$ cat src/rtl/arith_pkg.sv
// Shared definitions for the sequential arithmetic blocks: divider FSM state
// encoding and a helper that sizes the iteration counter from the operand width.
package arith_pkg;

    typedef enum logic [1:0] {
        IDLE = 2'd0,
        CALC = 2'd1,
        FIX  = 2'd2,
        DONE = 2'd3
    } state_t;

    localparam int DEFAULT_WIDTH = 4;

    function automatic int cnt_width(input int w);
        return (w > 1) ? $clog2(w) : 1;
    endfunction

endpackage

$ cat src/rtl/seq_nr_divider_step.sv
// One non-restoring iteration: shift the quotient MSB into the partial remainder,
// then add or subtract |divisor| through an explicit ripple-carry chain.
module nr_div_step #(
    parameter int WIDTH = 4
) (
    input  logic signed [WIDTH:0]   p,
    input  logic                    q_msb,
    input  logic        [WIDTH-1:0] abs_b,
    output logic signed [WIDTH:0]   p_new,
    output logic                    q_bit
);

    logic             sub;
    logic [WIDTH:0]   a;
    logic [WIDTH:0]   b;
    logic [WIDTH:0]   s;
    logic [WIDTH:0]   c;

    // Non-negative remainder subtracts; subtraction is invert-and-carry-in.
    assign sub  = ~p[WIDTH];
    assign a    = {p[WIDTH-1:0], q_msb};
    assign b    = {1'b0, abs_b} ^ {(WIDTH+1){sub}};
    assign c[0] = sub;

    for (genvar i = 0; i <= WIDTH; i++) begin : g_fa
        assign s[i] = a[i] ^ b[i] ^ c[i];
        if (i < WIDTH) begin : g_carry
            assign c[i+1] = (a[i] & b[i]) | (c[i] & (a[i] ^ b[i]));
        end
    end

    assign p_new = signed'(s);
    assign q_bit = ~s[WIDTH];

endmodule

$ cat src/rtl/seq_nr_divider.sv
// Sequential signed radix-2 non-restoring divider with start/busy/done handshake.
// Works on magnitudes, one quotient bit per clock, then restores signs in FIX.
module seq_nr_divider
    import arith_pkg::*;
#(
    parameter int WIDTH = DEFAULT_WIDTH
) (
    input  logic                    clk,
    input  logic                    rst,
    input  logic                    start,
    input  logic signed [WIDTH-1:0] dividend,
    input  logic signed [WIDTH-1:0] divisor,
    output logic signed [WIDTH-1:0] quotient,
    output logic signed [WIDTH-1:0] remainder,
    output logic                    busy,
    output logic                    done,
    output logic                    div_by_zero,
    output logic                    overflow
);

    localparam int CNT_W = cnt_width(WIDTH);

    state_t                  state;
    state_t                  state_nxt;
    logic        [CNT_W-1:0] cnt;
    logic signed [WIDTH:0]   p;
    logic        [WIDTH-1:0] q;
    logic        [WIDTH-1:0] abs_b;
    logic signed [WIDTH-1:0] dividend_r;
    logic                    sign_a;
    logic                    sign_b;
    logic                    zero_r;
    logic                    ovf_r;

    logic                    accept;
    logic signed [WIDTH:0]   p_step;
    logic                    q_bit;
    logic signed [WIDTH:0]   p_fix;
    logic signed [WIDTH-1:0] q_res;
    logic signed [WIDTH-1:0] r_res;

    function automatic logic [WIDTH-1:0] abs_val(input logic signed [WIDTH-1:0] v);
        logic [WIDTH-1:0] u;
        u = v;
        return v[WIDTH-1] ? (~u + WIDTH'(1)) : u;
    endfunction

    function automatic logic signed [WIDTH-1:0] apply_sign(input logic [WIDTH-1:0] mag,
                                                          input logic             neg);
        return neg ? signed'(~mag + WIDTH'(1)) : signed'(mag);
    endfunction

    assign accept = start && ((state == IDLE) || (state == DONE));
    assign busy   = (state == CALC) || (state == FIX);
    assign done   = (state == DONE);

    nr_div_step #(.WIDTH(WIDTH)) u_step (
        .p     (p),
        .q_msb (q[WIDTH-1]),
        .abs_b (abs_b),
        .p_new (p_step),
        .q_bit (q_bit)
    );

    always_comb begin
        state_nxt = state;
        unique case (state)
            IDLE:    if (start) state_nxt = CALC;
            CALC:    if (cnt == '0) state_nxt = FIX;
            FIX:     state_nxt = DONE;
            DONE:    state_nxt = start ? CALC : IDLE;
            default: state_nxt = IDLE;
        endcase
    end

    // Final correction: a negative partial remainder is restored once, then the
    // magnitudes get their signs; /0 and the single overflow pair override.
    always_comb begin
        p_fix = p[WIDTH] ? (p + signed'({1'b0, abs_b})) : p;
        q_res = apply_sign(q, sign_a ^ sign_b);
        r_res = apply_sign(p_fix[WIDTH-1:0], sign_a);
        if (zero_r) begin
            q_res = '1;
            r_res = dividend_r;
        end else if (ovf_r) begin
            q_res = signed'({1'b1, {(WIDTH-1){1'b0}}});
            r_res = '0;
        end
    end

    always_ff @(posedge clk) begin
        if (rst) begin
            state       <= IDLE;
            cnt         <= '0;
            p           <= '0;
            q           <= '0;
            abs_b       <= '0;
            dividend_r  <= '0;
            sign_a      <= 1'b0;
            sign_b      <= 1'b0;
            zero_r      <= 1'b0;
            ovf_r       <= 1'b0;
            quotient    <= '0;
            remainder   <= '0;
            div_by_zero <= 1'b0;
            overflow    <= 1'b0;
        end else begin
            state <= state_nxt;
            if (accept) begin
                cnt        <= CNT_W'(WIDTH - 1);
                p          <= '0;
                q          <= abs_val(dividend);
                abs_b      <= abs_val(divisor);
                dividend_r <= dividend;
                sign_a     <= dividend[WIDTH-1];
                sign_b     <= divisor[WIDTH-1];
                zero_r     <= (divisor == '0);
                ovf_r      <= dividend[WIDTH-1] && (dividend[WIDTH-2:0] == '0) && (&divisor);
            end else if (state == CALC) begin
                cnt <= cnt - CNT_W'(1);
                p   <= p_step;
                q   <= {q[WIDTH-2:0], q_bit};
            end else if (state == FIX) begin
                quotient    <= q_res;
                remainder   <= r_res;
                div_by_zero <= zero_r;
                overflow    <= ovf_r;
            end
        end
    end

endmodule

$ cat config.mk
export PLATFORM = sky130hd
export DESIGN_NAME = seq_nr_divider
export DESIGN_NICKNAME = d
export VERILOG_FILES = /design/src/rtl/arith_pkg.sv /design/src/rtl/seq_nr_divider_step.sv /design/src/rtl/seq_nr_divider.sv
export SDC_FILE = /design/constraint.sdc
export NUM_CORES = 1
export LEC_CHECK = 0
export CORE_MARGIN = 2
export CORE_UTILIZATION = 25
export CTS_CLUSTER_SIZE = 24
export DETAILED_ROUTE_END_ITERATION = 7
export PLACE_DENSITY = 0.42
export SYNTH_ARGS = -nofsm -noshare
export SYNTH_HDL_FRONTEND = slang
export SYNTH_SLANG_ARGS = --single-unit
$ cat constraint.sdc
create_clock -name clk -period 7.4 [get_ports clk]
set_input_delay 1.48 -clock clk [delete_from_list [all_inputs] [get_ports clk]]
set_output_delay 1.48 -clock clk [all_outputs]
set_load 0.005 [all_outputs]
* Word level (Yosys, flattened, before mapping)
Cells that the tools add are included. W data, S select, Z words.
Word-level totals: register bits 35, input port bits 11, logic and storage cells 88
Cells by class: add/sub/neg operators 6, equal/unequal tests 5, multiplexer cells 17, bitwise gates (word level) 32, reductions and logical operators 14
Operator list (number):
- $mux W4 | 11
- $add A4 B1 Y4 const B | 4
- $not A4 Y4 | 4
- $xor A1 B1 Y1 | 11
- $and A1 B1 Y1 | 8
- $mux W2 | 4
- $pmux W2 S4 | 1
- $xor A4 B5 Y5 | 1
- $add A4 B4 Y4 | 1
- $eq A2 B2 Y1 const B | 2
- $logic_not A2 Y1 | 2
- $logic_not A4 Y1 | 1
- $ne A2 B2 Y1 const B | 2
- $not A1 Y1 | 4
- $or A1 B1 Y1 | 4
- $reduce_and A4 Y1 | 1
- $logic_and A1 B1 Y1 | 3
- $logic_not A3 Y1 | 1
- $reduce_and A3 Y1 | 1
- $eq A2 B1 Y1 const B | 1
- $logic_or A1 B1 Y1 | 2
- $reduce_and A2 Y1 | 1
- $reduce_bool A2 Y1 | 1
- $reduce_or A2 Y1 | 1
- other kinds (2) | 2

* Longest topological paths before layout
word-level depth 15, gate-level depth with buffers 13, mapped depth without buffers 12

* Cells and area by module
Synthesis repeated with hierarchy kept, for this count alone.
Second synthesis, totals: cells, all modules 224, area, all modules 1938.1 um^2
Modules (own cells, without submodules):
- seq_nr_divider | times used 1, cells each 206, area each 1776.7 um^2, sequential area each 680.7 um^2
- nr_div_step | times used 1, cells each 18, area each 161.4 um^2, sequential area each 0.0 um^2

* Worst setup path before layout
Ideal clock, no wire load.
path kind register to register, start register p[4], end register q[0], library setup time 0.132 ns, arrival time 2.223 ns, required time 7.268 ns, slack 5.045 ns, stages on the path, launching flop included 13, buffers on the path 1, cell sequence dfxtp_1 -> buf_2 -> xor2_1 -> fa_1 -> inv_1 -> fa_1 -> inv_1 -> fa_1 -> xnor2_1 -> xnor2_1 -> nand2_1 -> o211ai_1 -> a21oi_1
On the way: cells in the longest elaborated chain, start to end 15, elaborated cells between the ends (all ways) 23
Ends and longest elaborated chain:
- start: declaration | RTL line seq_nr_divider.sv:26 | logic signed [WIDTH:0] p;
- start signal: assignment | RTL line seq_nr_divider.sv:121 | p <= p_step;
- $not A1 Y1 * | RTL line seq_nr_divider_step.sv:20 | assign sub = ~p[WIDTH];
- $xor A4 B5 Y5 | RTL line seq_nr_divider_step.sv:22 | assign b = {1'b0, abs_b} ^ {(WIDTH+1){sub}};
- $xor A1 B1 Y1 | RTL line seq_nr_divider_step.sv:28 | assign c[i+1] = (a[i] & b[i]) | (c[i] & (a[i] ^ b[i]));
- $and A1 B1 Y1 | RTL line seq_nr_divider_step.sv:28
- $or A1 B1 Y1 | RTL line seq_nr_divider_step.sv:28
- $and A1 B1 Y1 | RTL line seq_nr_divider_step.sv:28
- $or A1 B1 Y1 | RTL line seq_nr_divider_step.sv:28
- $and A1 B1 Y1 | RTL line seq_nr_divider_step.sv:28
- $or A1 B1 Y1 | RTL line seq_nr_divider_step.sv:28
- $and A1 B1 Y1 | RTL line seq_nr_divider_step.sv:28
- $or A1 B1 Y1 | RTL line seq_nr_divider_step.sv:28
- $xor A1 B1 Y1 * | RTL line seq_nr_divider_step.sv:26 | assign s[i] = a[i] ^ b[i] ^ c[i];
- $not A1 Y1 * | RTL line seq_nr_divider_step.sv:33 | assign q_bit = ~s[WIDTH];
- $mux W4 * | RTL line seq_nr_divider.sv:119 | end else if (state == CALC) begin
- $mux W4 * | RTL line seq_nr_divider.sv:109 | if (accept) begin
- end signal: assignment | RTL line seq_nr_divider.sv:112 | q <= abs_val(dividend);
- end signal: assignment | RTL line seq_nr_divider.sv:122 | q <= {q[WIDTH-2:0], q_bit};
- end: declaration | RTL line seq_nr_divider.sv:27 | logic [WIDTH-1:0] q;
Mark *: on every way between the ends. The rest lies on a longest branch, timed or not. The select of a mux whose other input is x is not followed. A chain may end at the register's enable or synchronous reset.

* Worst setup path in the final report
start register state[1], end output busy
On the way: cells in the longest elaborated chain, start to end 2, elaborated cells between the ends (all ways) 3
Ends and longest elaborated chain:
- start: declaration | RTL line seq_nr_divider.sv:23 | state_t state;
- start signal: assignment | RTL line seq_nr_divider.sv:108 | state <= state_nxt;
- $eq A2 B1 Y1 / $eq A2 B2 Y1 (equally long branches) | RTL line seq_nr_divider.sv:54 | assign busy = (state == CALC) || (state == FIX);
- $logic_or A1 B1 Y1 * | RTL line seq_nr_divider.sv:54
- end: declaration | RTL line seq_nr_divider.sv:15 | output logic busy,
Mark *: on every way between the ends. The rest lies on a longest branch, timed or not.

==> results_dict.tcl <==
set metrics [dict create \
    drtAntennaViolNets 0 \
    grt_pass1_vias 1608 \
    cts_sinks 34 \
    dpl_cell_area_um2 2240 \
    first_iter_violations 48 \
    diodes 0 \
    avgSynthCellArea_um2 8.51 \
    layout.nets 276 \
    synth_area_um2 1930 \
    yosys.area.top_type "dfxtp_1" \
    worstSetupPathType "register to primary output" \
    clock.fmax_ghz 0.323 \
    ys_ff_latch 34 \
    ys_top_cells_by_count "dfxtp_1, nor2_1, nand2_1" \
    cts_hold_buffers 0 \
    tightestPinTransition_ns 0.884 \
    ys_seq_area_frac 0.352 \
    io_pins 23 \
    firstDrtPassIters 4 \
    cts.htree.levels 2 \
    antenna_found_initial 0 \
    slew_viol_final 0 \
    synth_edf_count 0 \
    cp.required_ns 5.92 \
    io_buffers 22 \
    cts_buffer_depth 2 \
    synth.distinct_cells 37 \
    async_flop_share 0 \
    maxCapViolCount 0 \
    via_per_inst 4.44 \
    p_leak_nw 0.895 \
    finalCriticalPeriod_ns 3.10 \
    yosysMostFrequentCell "dfxtp_1" \
    dp_hpwl_mm 3.22 \
    synth-warning-count 0 \
    gp_congestion 0.757 \
    numCtsBuffers 5 \
    dieWidth_um 91.9 \
    rsz0062_at_grt "no" \
    cts_tree "done" \
    postRouteWirelength_mm 4.39 \
    worstPathMaxFanout 5 \
    hp-class "register to register" \
    clock_skew_ns 0.00772 \
    row_count 32 \
    arrival_ns 1.62 \
    cts-resized-gates 0 \
    wl_per_cell_um 12.6 \
    finalSetupViolations 0 \
    die-area_um2 8450 \
    slew_headroom 0.408 \
    clk_pin_slew_ns 0.07 \
    start_util 0.254 \
    end_kind "primary output" \
    routed-via-count 1550 \
    finalSetupTns_ns 0 \
    clk_latency_ns 0.29 \
    timing.final.crit_share 0.419 \
    hold_violations 0 \
    synthCells 227 \
    grt_use_total 0.115 \
    synthTopCellsByArea "dfxtp_1, ha_1, mux2i_1, a21oi_1, nor2_1" \
    syn_nets 257 \
    fin_area_um2 2330 \
    post_cts_buffers 0 \
    vdd_drop_max_mv 0.147 \
    clock-root-buffer "clkbuf_8" \
    coreArea_um2 7610 \
    drc 0 \
    die_h_um 91.9 \
    power_density_nw_per_um2 375 \
    grt_pass1_wl_mm 7.73 \
    overflow 0 \
    critPathLaunchType "register" \
    grt_max_degree 32 \
    synth_ff_type "dfxtp_1" \
    status "finished clean" \
    synth_top_cell_area_share 0.352 \
    drive_gt1_frac 0.0364 \
    area_growth_pct 20.8 \
]
-- worst max-delay path, cell delays in order (launching register included) --
cell and delay, ns:
dfxtp_1 0.39, inv_1 0.10, ha_1 0.34, clkdlybuf4s50_1 0.51
-- final timing paths --
| check | from | to | slack, ns | depth (start not counted) |
|---|---|---|---|---|
| min reg2reg | dividend_r[2]$_SDFFE_PP0P_ | dividend_r[2]$_SDFFE_PP0P_ | 0.46 | 2 |
| max reg2reg | p[4]$_SDFFE_PP0P_ | q[0]$_SDFFE_PP0P_ | 4.71 | 11 |
| min | dividend_r[2]$_SDFFE_PP0P_ | dividend_r[2]$_SDFFE_PP0P_ | 0.46 | 2 |
| max | state[1]$_SDFFE_PP0P_ | busy | 4.30 | 3 |
-- registers in the layout, summed over array words and instances (netlist names), 2 cells and up --
register	flops
p	5
abs_b	4
dividend_r	4
q	4
quotient	4
remainder	4
cnt	2
state	2
-- kinds of logic (layout without fill, tap and decap cells) --
kind of cell / Yosys count / in the layout / share of synthesized area
adder cells (fa/ha/maj): 19 / 19 / 0.139
buffers and inverters: 30 / 50 / 0.0602
AO/OA/AOI/OAI: 49 / 49 / 0.163
AND/OR/NAND/NOR: 70 / 70 / 0.165
XOR/XNOR: 13 / 13 / 0.0589
multiplexers: 12 / 12 / 0.0622
flip-flops: 34 / 34 / 0.352
-- area by class of cell --
type | count | area [um^2]
Clock inverter | 1 | 5.00
Tap cell | 102 | 128
Inverter | 19 | 71.3
Clock buffer | 7 | 86.3
Multi-Input combinational cell | 163 | 1130
Timing Repair Buffer | 23 | 228
Sequential cell | 34 | 681
Fill cell | 852 | 5270
-- power by group --
part | internal [W] | switching, W
registers | 0.000240 | 0.0000623
clock network | 0.0000752 | 0.0000712
logic | 0.000207 | 0.000220
total | 0.000523 | 0.000354
-- through the flow --
stage	util	worst slack, ns	power [W]	instances	hold slack (ns)
finish	0.307	4.30	0.000876	349	0.456
global route	0.307	4.20	0.000973	349	0.494
CTS	0.307	4.27	0.000894	349	0.461
detailed placement	0.295	4.18	0.000746	341	0.450
global placement	0.295	4.20	0.000745	341	0.451
floorplan	-	5.04	0.000618	227	0.436
-- metal layers --
| layer | share of wire | global-route usage | vias to the layer above |
|---|---|---|---|
| met5 | 0 | 0 | - |
| met4 | 0.010 | 0.0410 | 0 |
| met3 | 0.020 | 0.0255 | 4 |
| met2 | 0.48 | 0.192 | 13 |
| met1 | 0.49 | 0.145 | 721 |
| li1 | - | - | 812 |
-- cells in the final DEF (no fill, tap or decap), types with 2 or more instances in the layout --
cell              n
dfxtp_1          34
nor2_1           25
nand2_1          24
clkdlybuf4s50_1  22
a21oi_1          21
inv_1            19
ha_1             15
mux2i_1          12
xnor2_1          10
a211oi_1          9
clkbuf_8          6
o21ai_0           5
nand2b_1          4
nor2b_1           4
fa_1              4
xor2_1            3
nor3_1            3
nand4_1           3
o211a_1           2
a311oi_1          2
nand3_1           2
Note: power is estimated with default switching activity, not from simulation.
